<file path="src/rtl/mpc_mul_share_arb.sv">
// Shared pipelined signed multiplier front-end.
// Round-robin arbitration over N_REQ operand requesters drives one external multiplier.
// A tag pipe carries each requester ID alongside its product. The whole pipeline stalls
// while a presented result is not accepted.
module mpc_mul_share_arb #(
    parameter int unsigned N_REQ   = 4,
    parameter int unsigned A_W     = 21,
    parameter int unsigned B_W     = 13,
    parameter int unsigned P_W     = A_W + B_W,
    parameter int unsigned MUL_LAT = 3,
    parameter int unsigned ID_W    = $clog2(N_REQ)
) (
    input  logic                   clk,
    input  logic                   rst_n,
    input  logic [N_REQ-1:0]       req_valid,
    output logic [N_REQ-1:0]       req_ready,
    input  logic [N_REQ*A_W-1:0]   req_a,
    input  logic [N_REQ*B_W-1:0]   req_b,
    output logic                   mul_ce,
    output logic [A_W-1:0]         mul_a,
    output logic [B_W-1:0]         mul_b,
    input  logic [P_W-1:0]         mul_p,
    output logic                   res_valid,
    input  logic                   res_ready,
    output logic [ID_W-1:0]        res_id,
    output logic [P_W-1:0]         res_p,
    output logic [ID_W:0]          inflight
);

    logic [ID_W-1:0]               rr_ptr_q, rr_ptr_d;
    logic [MUL_LAT-1:0]            tag_vld_q, tag_vld_d;
    logic [MUL_LAT-1:0][ID_W-1:0]  tag_id_q, tag_id_d;
    logic [ID_W:0]                 inflight_q, inflight_d;
    // Low for the first cycle after reset so no grant is issued before the first edge.
    logic                          run_q;

    logic                          grant_any;
    logic [ID_W-1:0]               grant_id;
    logic                          gnt_vld;
    logic                          accept;
    logic                          res_hs;

    // Round-robin search: first valid requester at or after rr_ptr, wrapping.
    always_comb begin
        int unsigned idx;
        idx       = 0;
        grant_any = 1'b0;
        grant_id  = '0;
        for (int unsigned k = 0; k < N_REQ; k++) begin
            idx = (32'(rr_ptr_q) + k) % N_REQ;
            if (!grant_any && req_valid[idx[ID_W-1:0]]) begin
                grant_any = 1'b1;
                grant_id  = idx[ID_W-1:0];
            end
        end
    end

    assign res_valid = tag_vld_q[MUL_LAT-1];
    assign res_id    = tag_id_q[MUL_LAT-1];
    assign res_p     = mul_p;
    assign mul_ce    = ~(res_valid & ~res_ready);
    assign gnt_vld   = grant_any & run_q;
    assign accept    = gnt_vld & mul_ce;
    assign res_hs    = res_valid & res_ready;
    assign inflight  = inflight_q;

    // Grant decode and operand mux towards the multiplier.
    always_comb begin
        req_ready = '0;
        mul_a     = '0;
        mul_b     = '0;
        if (accept) begin
            req_ready[grant_id] = 1'b1;
        end
        if (gnt_vld) begin
            mul_a = req_a[32'(grant_id)*A_W +: A_W];
            mul_b = req_b[32'(grant_id)*B_W +: B_W];
        end
    end

    // Next state: pointer advance, tag shift in lock-step with mul_ce, in-flight count.
    always_comb begin
        rr_ptr_d   = rr_ptr_q;
        tag_vld_d  = tag_vld_q;
        tag_id_d   = tag_id_q;
        inflight_d = inflight_q;
        if (accept) begin
            rr_ptr_d = (grant_id == ID_W'(N_REQ - 1)) ? '0 : grant_id + ID_W'(1);
        end
        if (mul_ce) begin
            for (int unsigned i = 1; i < MUL_LAT; i++) begin
                tag_vld_d[i] = tag_vld_q[i-1];
                tag_id_d[i]  = tag_id_q[i-1];
            end
            tag_vld_d[0] = gnt_vld;
            tag_id_d[0]  = grant_id;
        end
        if (accept && !res_hs) begin
            inflight_d = inflight_q + (ID_W+1)'(1);
        end else if (!accept && res_hs) begin
            inflight_d = inflight_q - (ID_W+1)'(1);
        end
    end

    // State registers; reset drops every in-flight tag.
    always_ff @(posedge clk or negedge rst_n) begin
        if (!rst_n) begin
            rr_ptr_q   <= '0;
            tag_vld_q  <= '0;
            tag_id_q   <= '0;
            inflight_q <= '0;
            run_q      <= 1'b0;
        end else begin
            rr_ptr_q   <= rr_ptr_d;
            tag_vld_q  <= tag_vld_d;
            tag_id_q   <= tag_id_d;
            inflight_q <= inflight_d;
            run_q      <= 1'b1;
        end
    end

endmodule
</file>
<file path="config.mk">
export PLATFORM = sky130hd
export DESIGN_NAME = mpc_mul_share_arb
export DESIGN_NICKNAME = d
export VERILOG_FILES = /design/src/rtl/mpc_mul_share_arb.sv
export SDC_FILE = /design/constraint.sdc
export NUM_CORES = 1
export LEC_CHECK = 0
export ABC_AREA = 1
export BUFFER_PORTS_ARGS = -buffer_cell sky130_fd_sc_hd__buf_2
export CORE_AREA = 2 2 99 101
export CTS_CLUSTER_DIAMETER = 150
export DETAILED_ROUTE_END_ITERATION = 8
export DIE_AREA = 0 0 101 103
export GPL_TIMING_DRIVEN = 0
export HOLD_SLACK_MARGIN = 0.15
export PLACE_DENSITY_LB_ADDON = 0.3
export SYNTH_ARGS = -nofsm -noshare
export SYNTH_HDL_FRONTEND = slang
export SYNTH_SLANG_ARGS = --single-unit
</file>
<file path="constraint.sdc">
create_clock -name clk -period 6.47 [get_ports clk]
set_input_delay 1.941 -clock clk [delete_from_list [all_inputs] [get_ports clk]]
set_output_delay 1.941 -clock clk [all_outputs]
set_load 0.02 [all_outputs]
</file>
==> metrics.yaml, run 1 <==
status:
  outcome: "completed"
worst_setup_path:
  critPathMaxFanout: 10
  cp_data_required_time_ns: 4.53
  r2r_slack_ns: 3.63
  r2r_cells: 16
  r2r_end: "inflight[2]$_DFFE_PN0P_"
  crit_end: "mul_a[18]"
  worstSetupEndpointType: "output port"
  startpoint_type: "input port"
  cp-startpoint: "req_valid[1]"
  worstSetupPathType: "input port to output port"
  critical_path_arrival_ns: 3.79
  reg2reg_from: "rr_ptr_q[0]$_DFFE_PN0P_"
placed_design:
  port_buffers: 221
  dp_hpwl_um: 9090
  place_congestion: 0.818
floorplan:
  die_height_um: 103
  die_area_um2: 10400
  die_w_um: 101
  ios: 256
  rows: 36
  coreArea_um2: 9460
  start_util_pct: 33.5
final_layout:
  final_util_pct: 47.2
  seqCellArea_um2: 375
  multi_input_area_um2: 1720
  syn_to_final_growth_pct: 40.9
  final_common_cell: "buf_2"
  drive_gt1_share_pct: 37.1
  fill_cells: 1090
  antenna_cells: 0
  final_cell_mix: "buf_2 (237), inv_1 (152), nand2_1 (125)"
  nets: 990
clock_tree:
  h-tree-depth: 1
  ctsHoldBuffers: 0
  cts_made_buffers: 3
  clock_latency_ns: 0.24
  cts_resized: 0
  cts_setup_buffers: 0
  cts_tree: "yes"
  clock_sinks: 15
  cts_root_buffer: "clkbuf_8"
  cts_max_path_buffers: 2
  cts.clk_slew.worst_paths_ns: 0.06
route:
  detail_route.wl_per_cell_um: 12.3
  ant_nets: 0
  drt_first_pass_iters: 4
  drc: 0
  vias: 4246
  vias_per_cell: 4.62
  wirelength_um: 11400
  initialDrtViolationCount: 166
global_routing:
  antenna_found_initial: 0
  grt_busiest_layer: "met2"
  grtUsageMet2_pct: 36.8
  grt_overflow: 0
  grt_pass1_wl_um: 17000
  grt_max_degree: 16
  grtUsageTotal_pct: 20.1
  grt_pass1_vias: 3654
  grt_util_met1_pct: 25.5
  grt_use_met3_pct: 2.37
timing:
  setup_violations: 0
  fin_skew_ns: 0.000505
  final.period_utilization_pct: 88.5
  hold_viol_final: 0
  setup_tns_ns: 0
  max_freq_mhz: 175
  fin_crit_ns: 5.73
  slew_viol_final: 0
  rsz0062_at_grt: "false"
job:
  cap_violations: 0
yosys:
  synth_cell_types: 30
  synthCells: 581
  yosysTopAreaCell: "inv_1"
  syn_nets: 764
  avgSynthCellArea_um2: 5.45
  yosysTopAreaCellShare_pct: 18.0
  synth_area_leaders: "inv_1 (18%), nand2_1 (15%), nand4_1 (13%)"
  yosysSeqAreaShare_pct: 11.9
  ys_ff_latch: 15
  ys.warnings.count: 0
  mappedNetlistArea_um2: 3170
hold_path:
  hold_class: "flip-flop to flip-flop"
pwr:
  p_leak_uw: 0.00297
  peakVddDrop_uv: 361
  powerDensity_nw_per_um2: 615
## synthesized netlist by cell type, drive strengths merged
cell type	count
nand4	69
ha	5
inv	154
clkbuf	12
fa	1
nand2	129
nor2	7
clkinv	2
conb	1
o21ai	8
xnor2	2
dfrtp	15
mux2	1
buf	63
a21oi	35
nand3	77
## stage by stage
step                cell area (um2)  hold WS [ns]  std cells  power, uW  setup WS [ns]
detailed placement             4420         0.442        916       2680          0.702
global placement               4420         0.436        916       2670          0.671
floorplan                      3170         0.420        581       1950           1.19
finish                         4460         0.451        920       2740          0.742
global route                   4460         0.481        920       3040          0.499
CTS                            4460         0.457        920       2770          0.699
## registers in the layout (all words and copies together) (netlist names)
signal / cells
inflight: 3
tag_id_q: 4
tag_vld_q: 3
res_id: 2
run_q: 1
rr_ptr_q: 2
## final cells by class
cell class | count | share of cell area [%]
multi-input combinational | 335 | 38.5
timing repair buffer | 221 | 24.8
inverter | 156 | 13.3
buffer | 75 | 10.8
sequential | 15 | 8.42
tap | 114 | 3.20
clock buffer | 4 | 1.01
## logic make-up (layout without fill, tap and decap cells)
kind of cell | count (synthesis) | in the layout | share of synthesized area [%]
adders and majority gates | 6 | 6 | 2.61
muxes | 1 | 1 | 0.356
DFF | 15 | 15 | 11.9
AOI/OAI and AO/OA | 43 | 43 | 6.80
and+or+nand+nor | 282 | 282 | 43.8
buffers and inverters | 231 | 456 | 33.9
other | 1 | 1 | 0.118
xor gates and xnor gates | 2 | 2 | 0.553
## metal layers
| metal | wire length (um) | part of all wire [%] | vias up |
|---|---|---|---|
| met3 | 818 | 7.2 | 12 |
| met1 | 4950 | 44 | 1810 |
| met2 | 5450 | 48 | 189 |
| li1 | - | - | 2235 |
| met4 | 143 | 1.3 | 0 |
| met5 | 0 | 0 | - |
## power breakdown
group / switching, uW / leakage (uW) / internal, uW
Combinational: 1670 / 0.00276 / 832
Clock: 31.5 / 0.0000228 / 43.6
Sequential: 28.9 / 0.000181 / 140
Total: 1730 / 0.00297 / 1020
## how the worst min path moves through the flow
stage | endpoint | from | slack [ns] | cells past startpoint
after global routing | tag_vld_q[2]$_DFFE_PN0N_ | tag_vld_q[1]$_DFFE_PN0N_ | 0.48 | 2
after global placement | tag_vld_q[2]$_DFFE_PN0N_ | tag_vld_q[1]$_DFFE_PN0N_ | 0.44 | 2
final | tag_vld_q[2]$_DFFE_PN0N_ | tag_vld_q[1]$_DFFE_PN0N_ | 0.45 | 2
after detailed placement | tag_vld_q[2]$_DFFE_PN0N_ | tag_vld_q[1]$_DFFE_PN0N_ | 0.44 | 2
after floorplan | tag_vld_q[2]$_DFFE_PN0N_ | tag_vld_q[1]$_DFFE_PN0N_ | 0.42 | 2
after CTS | tag_vld_q[2]$_DFFE_PN0N_ | tag_vld_q[1]$_DFFE_PN0N_ | 0.46 | 2
## critical path, stage by stage
cell	delay (ns)
buf_2	0.10
inv_1	0.06
nand2_1	0.07
nand3_1	0.11
nand2_1	0.12
inv_1	0.11
nand2_1	0.07
nand2_2	0.16
buf_2	0.30
buf_2	0.24
nand4_1	0.14
nand3_1	0.11
a21oi_1	0.06
buf_2	0.18
(Power assumes the default switching activity.)
==> run 2: changes to the inputs <==
--- a/config.mk
+++ b/config.mk
@@ -14,6 +14,7 @@
 export GPL_TIMING_DRIVEN = 0
 export HOLD_SLACK_MARGIN = 0.15
 export PLACE_DENSITY_LB_ADDON = 0.3
+export RECOVER_POWER = 25
 export SYNTH_ARGS = -nofsm -noshare
 export SYNTH_HDL_FRONTEND = slang
 export SYNTH_SLANG_ARGS = --single-unit
==> run 2 against run 1 <==
  * Global-route usage stayed put
  * Die area unchanged
  * Maximum frequency about the same
  * Cell count did not move
  * Setup slack worse by 0.0027 ns
==> metrics.yaml, run 2 (synthesis gave the netlist of run 1 again) <==
status:
  outcome: "completed"
floorplan:
  coreArea_um2: 9460
  die_area_um2: 10400
  rows: 36
  die_w_um: 101
  die_height_um: 103
  start_util_pct: 33.5
  ios: 256
pwr:
  intPower_uw: 1010
  seqPwrFrac_pct: 6.2
  p_switching_uw: 1720
  clockPowerShare_pct: 2.7
  share_comb_of_total_power_pct: 91.1
  swShare_pct: 63.0
  p_leak_uw: 0.00295
  total_power_uw: 2730
  peakVddDrop_uv: 361
  powerDensity_nw_per_um2: 614
hold_path:
  min_from: "tag_vld_q[1]$_DFFE_PN0N_"
  hold_class: "flip-flop to flip-flop"
placed_design:
  place_congestion: 0.818
  pre_cts_ws_ns: 0.702
  port_buffers: 221
  dp.cells: 916
  dp_hpwl_um: 9090
job:
  cap_violations: 0
clock_tree:
  cts_root_buffer: "clkbuf_8"
  ctsHoldBuffers: 0
  cts_resized: 0
  cts_setup_buffers: 0
  h-tree-depth: 1
  cts.clk_slew.worst_paths_ns: 0.06
  clock_latency_ns: 0.24
  clock_sinks: 15
  cts_max_path_buffers: 2
  cts_tree: "yes"
  cts_made_buffers: 3
final_layout:
  seqCellArea_um2: 375
  top_register: "tag_id_q"
  drive_gt1_share_pct: 36.1
  largest_reg_flops: 4
  final_common_cell: "buf_2"
  final_cells: 920
  final_cell_mix: "buf_2 (229), inv_1 (152), nand2_1 (125)"
  syn_to_final_growth_pct: 40.5
  antenna_cells: 0
  fill_cells: 1094
  multi_input_area_um2: 1720
  nets: 990
worst_setup_path:
  worstSetupEndpointType: "output port"
  reg2reg_from: "rr_ptr_q[0]$_DFFE_PN0P_"
  cp-startpoint: "req_valid[1]"
  cp_num_buf_inv: 6
  r2r_slack_ns: 3.64
  cp_data_required_time_ns: 4.53
  critPathMaxFanout: 10
  path_common_cell: "buf_2"
  worstSetupPathType: "input port to output port"
  cp_slowest_cell: "buf_2"
  crit_family: "buffers and inverters"
  slowest_delay_ns: 0.30
  critical_path_arrival_ns: 3.79
  crit_chain: "buf_2, inv_1, nand2_1, nand3_1, nand2_1, inv_1, nand2_1, nand2_2, buf_2, buf_2, nand4_1, nand3_1, a21oi_1, buf_2"
  startpoint_type: "input port"
timing:
  slew_headroom_pct: 47.9
  fin_crit_ns: 5.73
  setup_violations: 0
  fin_ws_ns: 0.739
  max_freq_mhz: 174
  hold_slack_ns: 0.452
  slew_viol_final: 0
  final.period_utilization_pct: 88.6
  worstMarginPinSlew_ns: 0.781
  rsz0062_at_grt: "false"
  hold_viol_final: 0
  fin_skew_ns: 0.000956
  setup_tns_ns: 0
route:
  drc: 0
  wirelength_um: 11300
  drt_first_pass_iters: 4
  detail_route.wl_per_cell_um: 12.3
  initialDrtViolationCount: 167
  vias: 4232
  ant_nets: 0
  vias_per_cell: 4.60
global_routing:
  grt_pass1_vias: 3654
  grt_overflow: 0
  grt_max_degree: 16
  grtUsageTotal_pct: 20.1
  antenna_found_initial: 0
  grt_pass1_wl_um: 17000
[run 2: cell types whose count changed in the layout (fill, tap and decap cells not counted)]
cell / previous run / this run
clkbuf_1: 13 / 21
buf_2: 237 / 229
[run 2: metrics by stage]
| stage | area, um2 | utilization [%] |
|---|---|---|
| after floorplan | 3170 | - |
| after global placement | 4420 | 46.7 |
| after detailed placement | 4420 | 46.7 |
| after CTS | 4460 | 47.2 |
| after global routing | 4450 | 47.1 |
| final | 4450 | 47.1 |
[run 2: power groups by stage]
stage | clock network, uW | registers (uW) | logic (uW)
floorplan | 0 | 181 | 1770
global route | 82.6 | 175 | 2780
CTS | 76.4 | 168 | 2520
global placement | 0 | 168 | 2500
detailed placement | 0 | 170 | 2510
finish | 74.9 | 169 | 2490
[run 2: worst register-to-register path, cell delays in order (launching register included)]
cell and delay, ns:
dfrtp_1 0.37, buf_6 0.14, inv_4 0.10, nand2_1 0.06, nand2_1 0.16, nand2_1 0.08
nand2_1 0.10, nor2_4 0.06, nand3_4 0.11, nand2_1 0.26, nor2_2 0.27, ha_1 0.18
inv_1 0.06, fa_1 0.38, a21oi_1 0.14, o21ai_0 0.11, xnor2_1 0.14
[run 2: metal layers]
metal / track usage, % / up-vias / wire length [um] / share of wire, %
li1: - / 2234 / - / -
met1: 25.5 / 1801 / 4940 / 44
met4: 3.74 / 0 / 145 / 1.3
met3: 2.37 / 12 / 809 / 7.1
met2: 36.8 / 185 / 5440 / 48
met5: 0 / - / 0 / 0
[run 2: layout make-up]
cell class                      instances  share of cell area (%)
Tap cell                              114                    3.20
Clock buffer                            4                    1.01
Multi-Input combinational cell        335                    38.6
Buffer                                 75                    10.8
Inverter                              156                    13.3
Sequential cell                        15                    8.43
Timing Repair Buffer                  221                    24.6
[run 2: path summary, 6_finish.rpt]
| check | endpoint | cells past startpoint |
|---|---|---|
| worst max-delay path | mul_a[18] | 14 |
| worst min-delay path | tag_vld_q[2]$_DFFE_PN0N_ | 2 |
| worst max register to register | inflight[2]$_DFFE_PN0P_ | 16 |
| worst min register to register | tag_vld_q[2]$_DFFE_PN0N_ | 2 |
| max in group asynchronous | rr_ptr_q[0]$_DFFE_PN0P_ | 1 |
| min in group asynchronous | res_id[1]$_DFFE_PN0N_ | 1 |
